===== src/rtl/semaforo_multivias.sv =====
// semaforo_multivias -- N-approach traffic-light controller, one per intersection.
//
// Serves the approaches round-robin: green, yellow, all-red clearance, then the
// next approach goes green. A pedestrian request shortens the current green once
// the minimum green has elapsed. Night mode flashes every yellow. All phase
// timing is counted in ticks produced by an internal prescaler.
//
// Ports:
//   clk           in   1        system clock
//   reset_n       in   1        synchronous reset, active-low
//   ped_req       in   1        pedestrian request pulse, synchronous to clk
//   modo_noturno  in   1        level; 1 = night flashing mode
//   led_verde     out  N_VIAS   green per approach, active-low
//   led_amarelo   out  N_VIAS   yellow per approach, active-low
//   led_vermelho  out  N_VIAS   red per approach, active-low
//   via_atual     out  W_IDX    index of the approach currently served
//   ped_pend      out  1        pedestrian request latched, not yet served
module semaforo_multivias #(
  parameter int unsigned CLK_FREQ     = 27000000,
  parameter int unsigned TICK_DIV     = 27000000,
  parameter int unsigned N_VIAS       = 2,
  parameter int unsigned VERDE_TIME   = 10,
  parameter int unsigned MIN_VERDE    = 4,
  parameter int unsigned AMARELO_TIME = 3,
  parameter int unsigned LIMPEZA_TIME = 2,
  localparam int unsigned W_IDX       = $clog2(N_VIAS)
) (
  input  logic              clk,
  input  logic              reset_n,
  input  logic              ped_req,
  input  logic              modo_noturno,
  output logic [N_VIAS-1:0] led_verde,
  output logic [N_VIAS-1:0] led_amarelo,
  output logic [N_VIAS-1:0] led_vermelho,
  output logic [W_IDX-1:0]  via_atual,
  output logic              ped_pend
);

  localparam int unsigned W_P    = $clog2(TICK_DIV);
  localparam int unsigned MAX_AV = (VERDE_TIME > AMARELO_TIME) ? VERDE_TIME : AMARELO_TIME;
  localparam int unsigned MAX_T  = (MAX_AV > LIMPEZA_TIME) ? MAX_AV : LIMPEZA_TIME;
  localparam int unsigned W_T    = $clog2(MAX_T + 1);

  // Reject parameter sets the timing logic cannot represent.
  if (CLK_FREQ == 0 || TICK_DIV < 2 || N_VIAS < 2 || N_VIAS > 8 || VERDE_TIME < 1 ||
      MIN_VERDE < 1 || MIN_VERDE > VERDE_TIME || AMARELO_TIME < 1 || LIMPEZA_TIME < 1) begin : g_bad_param
    $error("semaforo_multivias: illegal parameter combination");
  end

  typedef enum logic [1:0] {
    S_VERDE   = 2'd0,
    S_AMARELO = 2'd1,
    S_LIMPEZA = 2'd2,
    S_NOTURNO = 2'd3
  } estado_t;

  estado_t          estado_r, estado_nx_s;
  logic [W_P-1:0]   presc_r;
  logic [W_T-1:0]   timer_r;
  logic [W_IDX-1:0] via_r, via_nx_s;
  logic             ped_r, ped_nx_s;
  logic             pisca_r, pisca_nx_s;
  logic             tick_s;
  logic [N_VIAS-1:0] sel_s;

  assign tick_s = (presc_r == W_P'(TICK_DIV - 1));

  // State, timing and request registers; reset abandons any phase in progress.
  always_ff @(posedge clk) begin
    if (!reset_n) begin
      presc_r  <= '0;
      timer_r  <= '0;
      estado_r <= S_LIMPEZA;
      via_r    <= W_IDX'(N_VIAS - 1);
      ped_r    <= 1'b0;
      pisca_r  <= 1'b0;
    end else begin
      presc_r  <= tick_s ? '0 : presc_r + W_P'(1);
      // Every state change restarts phase timing from zero.
      if (estado_nx_s != estado_r) begin
        timer_r <= '0;
      end else if (tick_s) begin
        timer_r <= timer_r + W_T'(1);
      end else begin
        timer_r <= timer_r;
      end
      estado_r <= estado_nx_s;
      via_r    <= via_nx_s;
      ped_r    <= ped_nx_s;
      pisca_r  <= pisca_nx_s;
    end
  end

  // Next-state logic: night mode is checked every cycle, phase changes only on a tick.
  always_comb begin
    estado_nx_s = estado_r;
    via_nx_s    = via_r;
    ped_nx_s    = ped_r;
    pisca_nx_s  = pisca_r;
    if (estado_r == S_NOTURNO) begin
      if (!modo_noturno) begin
        // Parking on the last index makes approach 0 the first one served.
        estado_nx_s = S_LIMPEZA;
        via_nx_s    = W_IDX'(N_VIAS - 1);
      end else if (tick_s) begin
        pisca_nx_s = ~pisca_r;
      end else begin
        pisca_nx_s = pisca_r;
      end
    end else if (modo_noturno) begin
      estado_nx_s = S_NOTURNO;
      pisca_nx_s  = 1'b0;
      ped_nx_s    = 1'b0;
    end else begin
      case (estado_r)
        S_VERDE: begin
          if (ped_req) begin
            ped_nx_s = 1'b1;
          end else begin
            ped_nx_s = ped_r;
          end
          // Leaving green serves the request, including one arriving this same cycle.
          if (tick_s && ((timer_r == W_T'(VERDE_TIME - 1)) ||
                         (ped_r && (timer_r >= W_T'(MIN_VERDE - 1))))) begin
            estado_nx_s = S_AMARELO;
            ped_nx_s    = 1'b0;
          end else begin
            estado_nx_s = S_VERDE;
          end
        end
        S_AMARELO: begin
          if (tick_s && (timer_r == W_T'(AMARELO_TIME - 1))) begin
            estado_nx_s = S_LIMPEZA;
          end else begin
            estado_nx_s = S_AMARELO;
          end
        end
        S_LIMPEZA: begin
          if (tick_s && (timer_r == W_T'(LIMPEZA_TIME - 1))) begin
            estado_nx_s = S_VERDE;
            // Explicit wrap so non-power-of-2 approach counts work.
            if (via_r == W_IDX'(N_VIAS - 1)) begin
              via_nx_s = '0;
            end else begin
              via_nx_s = via_r + W_IDX'(1);
            end
          end else begin
            estado_nx_s = S_LIMPEZA;
          end
        end
        default: begin
          estado_nx_s = S_LIMPEZA;
        end
      endcase
    end
  end

  assign sel_s = {{(N_VIAS - 1){1'b0}}, 1'b1} << via_r;

  // LED decode (active-low): the served approach shows its colour, all others red.
  always_comb begin
    led_verde    = {N_VIAS{1'b1}};
    led_amarelo  = {N_VIAS{1'b1}};
    led_vermelho = {N_VIAS{1'b1}};
    case (estado_r)
      S_VERDE: begin
        led_verde    = ~sel_s;
        led_vermelho = sel_s;
      end
      S_AMARELO: begin
        led_amarelo  = ~sel_s;
        led_vermelho = sel_s;
      end
      S_LIMPEZA: begin
        led_vermelho = {N_VIAS{1'b0}};
      end
      S_NOTURNO: begin
        // Yellow lit while pisca is low.
        led_amarelo = {N_VIAS{pisca_r}};
      end
      default: begin
        led_vermelho = {N_VIAS{1'b0}};
      end
    endcase
  end

  assign via_atual = via_r;
  assign ped_pend  = ped_r;

endmodule


===== config.mk =====
export PLATFORM = sky130hd
export DESIGN_NAME = semaforo_multivias
export DESIGN_NICKNAME = d
export VERILOG_FILES = /design/src/rtl/semaforo_multivias.sv
export SDC_FILE = /design/constraint.sdc
export NUM_CORES = 1
export LEC_CHECK = 0
export BUFFER_PORTS_ARGS = -buffer_cell sky130_fd_sc_hd__buf_2
export CAP_MARGIN = 20
export CELL_PAD_IN_SITES_DETAIL_PLACEMENT = 1
export CELL_PAD_IN_SITES_GLOBAL_PLACEMENT = 1
export CORE_UTILIZATION = 30
export DETAILED_ROUTE_END_ITERATION = 8
export PLACE_DENSITY = 0.62
export SLEW_MARGIN = 10
export SYNTH_ARGS = -nofsm -noshare
export SYNTH_HDL_FRONTEND = slang
export SYNTH_SLANG_ARGS = --single-unit

===== constraint.sdc =====
create_clock -name clk -period 1.9 [get_ports clk]
set_clock_uncertainty 0.1 [all_clocks]
set_input_delay 0.19 -clock clk [delete_from_list [all_inputs] [get_ports clk]]
set_output_delay 0.19 -clock clk [all_outputs]
set_load 0.005 [all_outputs]

After elaboration in Yosys (flattened, before gate mapping)
Index checks and enable logic that the tools add are counted.
- add/sub/neg operators: 3
- reduce and logical (&&, ||, !) cells: 16
- shifts and indexed selects: 1
- multiplexer cells: 24
- magnitude comparators: 1
- eq/ne operators: 9
- bitwise gates (word level): 5
- operators by type and width (kind ; count):
    $add A25 B1 Y25 const B ; 1
    $eq A25 B25 Y1 const B ; 1
    $mux W1 ; 15
    $mux W2 ; 6
    $pmux W2 S2 ; 2
    $pmux W2 S3 ; 1
    $reduce_and A3 Y1 ; 2
    $reduce_bool A2 Y1 ; 3
    $reduce_or A2 Y1 ; 3
    $add A4 B1 Y4 const B ; 1
    $eq A2 B2 Y1 const B ; 2
    $eq A4 B1 Y1 const B ; 1
    $eq A4 B2 Y1 const B ; 1
    $eq A4 B4 Y1 const B ; 1
    $ge A4 B2 Y1 const B ; 1
    $logic_and A1 B1 Y1 ; 4
    $not A1 Y1 ; 4
    $reduce_bool A3 Y1 ; 1
    $eq A2 B1 Y1 const B ; 1
    $logic_not A2 Y1 ; 1
    $ne A2 B2 Y1 ; 1
    $ne A2 B2 Y1 const B ; 1
    $not A2 Y2 ; 1
    $reduce_and A2 Y1 ; 1
    3 further kinds ; 3
- input port bits: 4
- register bits: 34

Depth between registers and ports, before layout
- word-level depth: 10
- mapped depth: 7
- gate-level depth less buffers: 7

Worst setup path before layout
Ideal clock, no wire load.
- kind: reg-to-reg
- start: reg presc_r[10]
- end: reg estado_r[0]
- clock period less this slack: 1.754 ns
- data required time: 1.678 ns
- arrival time: 1.532 ns
- library setup time: 0.122 ns
- cell stages (with the launch flop): 7
- path buffers: 1
- path slack: 0.146 ns
- cells stage by stage: dfxtp_1 > nand4_2 > nor3_4 > and4_1 > buf_6 > a21boi_2 > o311a_1
- longest elaborated chain between the ends: 6
- elaborated cells between the ends (all ways): 8
- ends and longest elaborated chain (element ; RTL line ; RTL):
    start, declared ; 58 ; logic [W_P-1:0] presc_r;
    start signal, assigned ; 78 ; presc_r <= tick_s ? '0 : presc_r + W_P'(1);
    $eq A25 B25 Y1 (*) ; 66 ; assign tick_s = (presc_r == W_P'(TICK_DIV - 1));
    $logic_and A1 B1 Y1 (on tied branches) ; 132, 123 ;
    $mux W2 or $mux W1 (tied branches) ; 132, 123 ;
    $pmux W2 S3 (*) ; 115 ; case (estado_r)
    $mux W2 (*) ; 110 ; end else if (modo_noturno) begin
    $mux W2 (*) ; 100 ; if (estado_r == S_NOTURNO) begin
    end signal, assigned ; 87 ; estado_r <= estado_nx_s;
    end, declared ; 57 ; estado_t estado_r, estado_nx_s;
Every way passes the cells marked *; elsewhere a longest branch is shown, timed or not.
A chain may end at the register's enable or synchronous reset.

Final worst setup path
- start: reg timer_r[0]
- end: reg timer_r[1]
- longest elaborated chain between the ends: 10
- elaborated cells between the ends (all ways): 18
- ends and longest elaborated chain (element ; RTL line ; RTL):
    start, declared ; 59 ; logic [W_T-1:0] timer_r;
    start signal, assigned ; 83 ; timer_r <= timer_r + W_T'(1);
    start signal, assigned ; 85 ; timer_r <= timer_r;
    $ge A4 B2 Y1 ; 124 ; (ped_r && (timer_r >= W_T'(MIN_VERDE - 1))))) begin
    $logic_and A1 B1 Y1 ; 124 ;
    $logic_or A1 B1 Y1 ; 123 ; if (tick_s && ((timer_r == W_T'(VERDE_TIME - 1)) ||
    $logic_and A1 B1 Y1 ; 123 ;
    $mux W1 ; 123 ;
    $pmux W2 S3 ; 115 ;
    $mux W2 ; 110 ;
    $mux W2 ; 100 ;
    $ne A2 B2 Y1 ; 80 ; if (estado_nx_s != estado_r) begin
    $reduce_or A2 Y1 (no line) ; - ;
Parallel ways exist; a longest one is shown, timed or not.

==> impl_metrics.tcl <==
set metrics [dict create \
    synth_edf_count 0 \
    p_total_uw 1376 \
    clkTransAtPathRegs_ns 0.07 \
    fmax_mhz 535.9 \
    io_pins 12 \
    cp_max_fo 4 \
    syn_inst 206 \
    cts_buffers 5 \
    yosysTopAreaCellShare_pct 38.15 \
    final_common_cell "nor2_1" \
    p_int_uw 1051 \
    slew_headroom_pct 62.90 \
    grt_max_degree 22 \
    via_count 1483 \
    power_frac_seq_pct 52.7 \
    nets 244 \
    cts.path.max_buffers 2 \
    hold_class "in -> reg" \
    post_drt_via_cell_ratio 4.799 \
    drive_above_1_share_pct 27.00 \
    final_cell_mix "nor2_1 (34), dfxtp_1 (31), nand2_1 (21), xor2_1 (18), buf_4 (17)" \
    ys_ff_latch 34 \
    grt_setup_unrepaired "true" \
    grt_first_pass_wirelength_mm 6.948 \
    crit_slowest_cell "o41ai_4" \
    gp_congestion 0.7404 \
    ys_seq_area_share_pct 38.15 \
    powerDensity_mw_per_mm2 623.8 \
    dp_hpwl_mm 2.998 \
    syn_area_mm2 0.001784 \
    dp_worst_setup_slack_ns -0.02045 \
    combPwrFrac_pct 6.9 \
    die_h_um 79.12 \
    timing.final.ws_setup_ns 0.03398 \
    syn-num-nets 214 \
    synth_area_per_cell_um2 8.661 \
    setup_viol 0 \
    antenna_found_initial 0 \
    initial_core_util_pct 31.82 \
    status "finished, final reports clean" \
    cp_top_family "compound AO/OA/AOI/OAI gates" \
    port-buffer-count 11 \
    crit_chain "inv_2 > ha_2 > nor3b_4 > o41ai_4 > a21oi_2 > or3_1 > o31ai_1" \
    setup_tns_ns 0 \
    p_sw_uw 324.7 \
    synth_area_leaders "dfxtp_1 (38%), xor2_1 (8.8%), nor2_1 (7.4%)" \
    critPathLaunchType "flop" \
    grtUsageTotal_pct 14.59 \
    yosysWarnings 0 \
    synth_flop_cell "dfxtp_1" \
    hold_buffers 0 \
    cts_root_buf "clkbuf_8" \
    yosysTopAreaCell "dfxtp_1" \
    cp_data_arrival_time_ns 1.96 \
    hold-worst-slack_ns 0.1360 \
    die_area_mm2 0.006260 \
    grt_pass1_vias 1505 \
    multi_input_area_mm2 0.001101 \
    max_cap_violations 0 \
    syn_to_final_growth_pct 23.63 \
    die_w_um 79.12 \
    core_mm2 0.005608 \
    fill_cells 685 \
    worst_slew_pin_slew_ns 0.5506 \
    irDropWorstVdd_v 0.0003173 \
    row_count 27 \
    cp-end-kind "flop" \
    finalHoldViolations 0 \
    path_buf_inv 1 \
    worstSetupPathType "reg -> reg" \
    ant_nets 0 \
    p_leak_uw 0.0008936 \
    wl_per_cell_um 13.15 \
    ys_types 47 \
    cpPeakStageDelay_ns 0.40 \
    post-route-drc-count 0 \
    firstDrtPassIters 2 \
    routed_wl_mm 4.063 \
    async_flop_share_pct 0 \
    seqCellArea_um2 686.9 \
    fin_crit_sh_pct 98.21 \
    drtIter0Drc 27 \
    grt_overflow_total 0 \
    cts_tree "yes" \
    htreeDepth 2 \
    switching_share_pct 23.60 \
    clock_sinks 34 \
    diodes 0 \
    cp.required_ns 1.99 \
    drv_slew 0 \
    clockPowerShare_pct 40.3 \
    period_minus_slack_ns 1.866 \
    clk_latency_ns 0.28 \
]
[layout make-up]
cell class / count / share of cell area [%]
Clock buffer: 6 / 3.744
Clock inverter: 2 / 0.5672
Inverter: 8 / 1.361
Multi-Input combinational cell: 158 / 49.91
Sequential cell: 34 / 31.14
Tap cell: 72 / 4.084
Timing Repair Buffer: 29 / 9.189
[kinds of logic (layout without fill, tap and decap cells)]
group	after synthesis	after routing	share of synthesized area (%)
compound gates	24	24	10.03
xor+xnor	22	22	10.80
fa+ha+maj	4	4	2.805
buf+inv	14	45	3.857
flops	34	34	38.15
mux	1	1	0.6311
simple gates	107	107	33.73
[synth_stat cells (3+ instances only)]
cell / number
a21oi_1: 5
and3_1: 4
dfxtp_1: 34
ha_1: 4
inv_1: 8
nand2_1: 21
nand3_1: 12
nand4_1: 7
nand4_2: 3
nor2_1: 35
nor2b_1: 3
nor3_1: 3
nor4_4: 3
o21ai_0: 4
xnor2_1: 4
xor2_1: 18
[final timing paths]
| check | from | to | slack (ns) | cells after the start |
|---|---|---|---|---|
| max | timer_r[0]$_SDFFE_PP0P_ | timer_r[1]$_SDFFE_PP0P_ | 0.03 | 7 |
| min | reset_n | estado_r[0]$_SDFF_PN0_ | 0.14 | 2 |
| max reg2reg | timer_r[0]$_SDFFE_PP0P_ | timer_r[1]$_SDFFE_PP0P_ | 0.03 | 7 |
| min reg2reg | presc_r[11]$_SDFF_PP0_ | presc_r[11]$_SDFF_PP0_ | 0.39 | 2 |
[power groups by stage]
stage	logic, µW	registers (µW)	clock network, µW
3_3_place_gp	88.8	743	0
3_5_place_dp	89.0	743	0
5_1_grt	107	726	620
2_1_floorplan	53.0	741	0
6_report	95.6	725	555
4_1_cts	90.1	727	588
[through the flow]
step,instance area [µm²],cells,util (%)
finish,2206,309,39.34
global route,2206,309,39.34
CTS,2133,308,38.04
detailed placement,2031,300,36.21
global placement,2031,300,36.21
floorplan,1784,206,-
[state kept, by name, indices dropped and copies added, names as in the netlist]
| register | count |
|---|---|
| presc_r | 25 |
| ped_pend | 1 |
| via_atual | 1 |
| pisca_r | 1 |
| estado_r | 2 |
| timer_r | 4 |
[layer usage]
metal	vias to the layer above	wire length, µm	part of all wire (%)	track usage (%)
li1	774	-	-	-
met1	697	1961	48	17.83
met2	6	1968	48	23.88
met3	6	55	1.4	3.448
met4	0	78	1.9	7.091
met5	-	0	0	0
[what timing repair did]
action,4_1_cts,5_1_grt
setup buffers,0,1
resized for setup,1,17
setup endpoints to repair,1,33
pin swaps,0,4
hold endpoints to repair,0,0
Power figures use the tool's default switching activity.
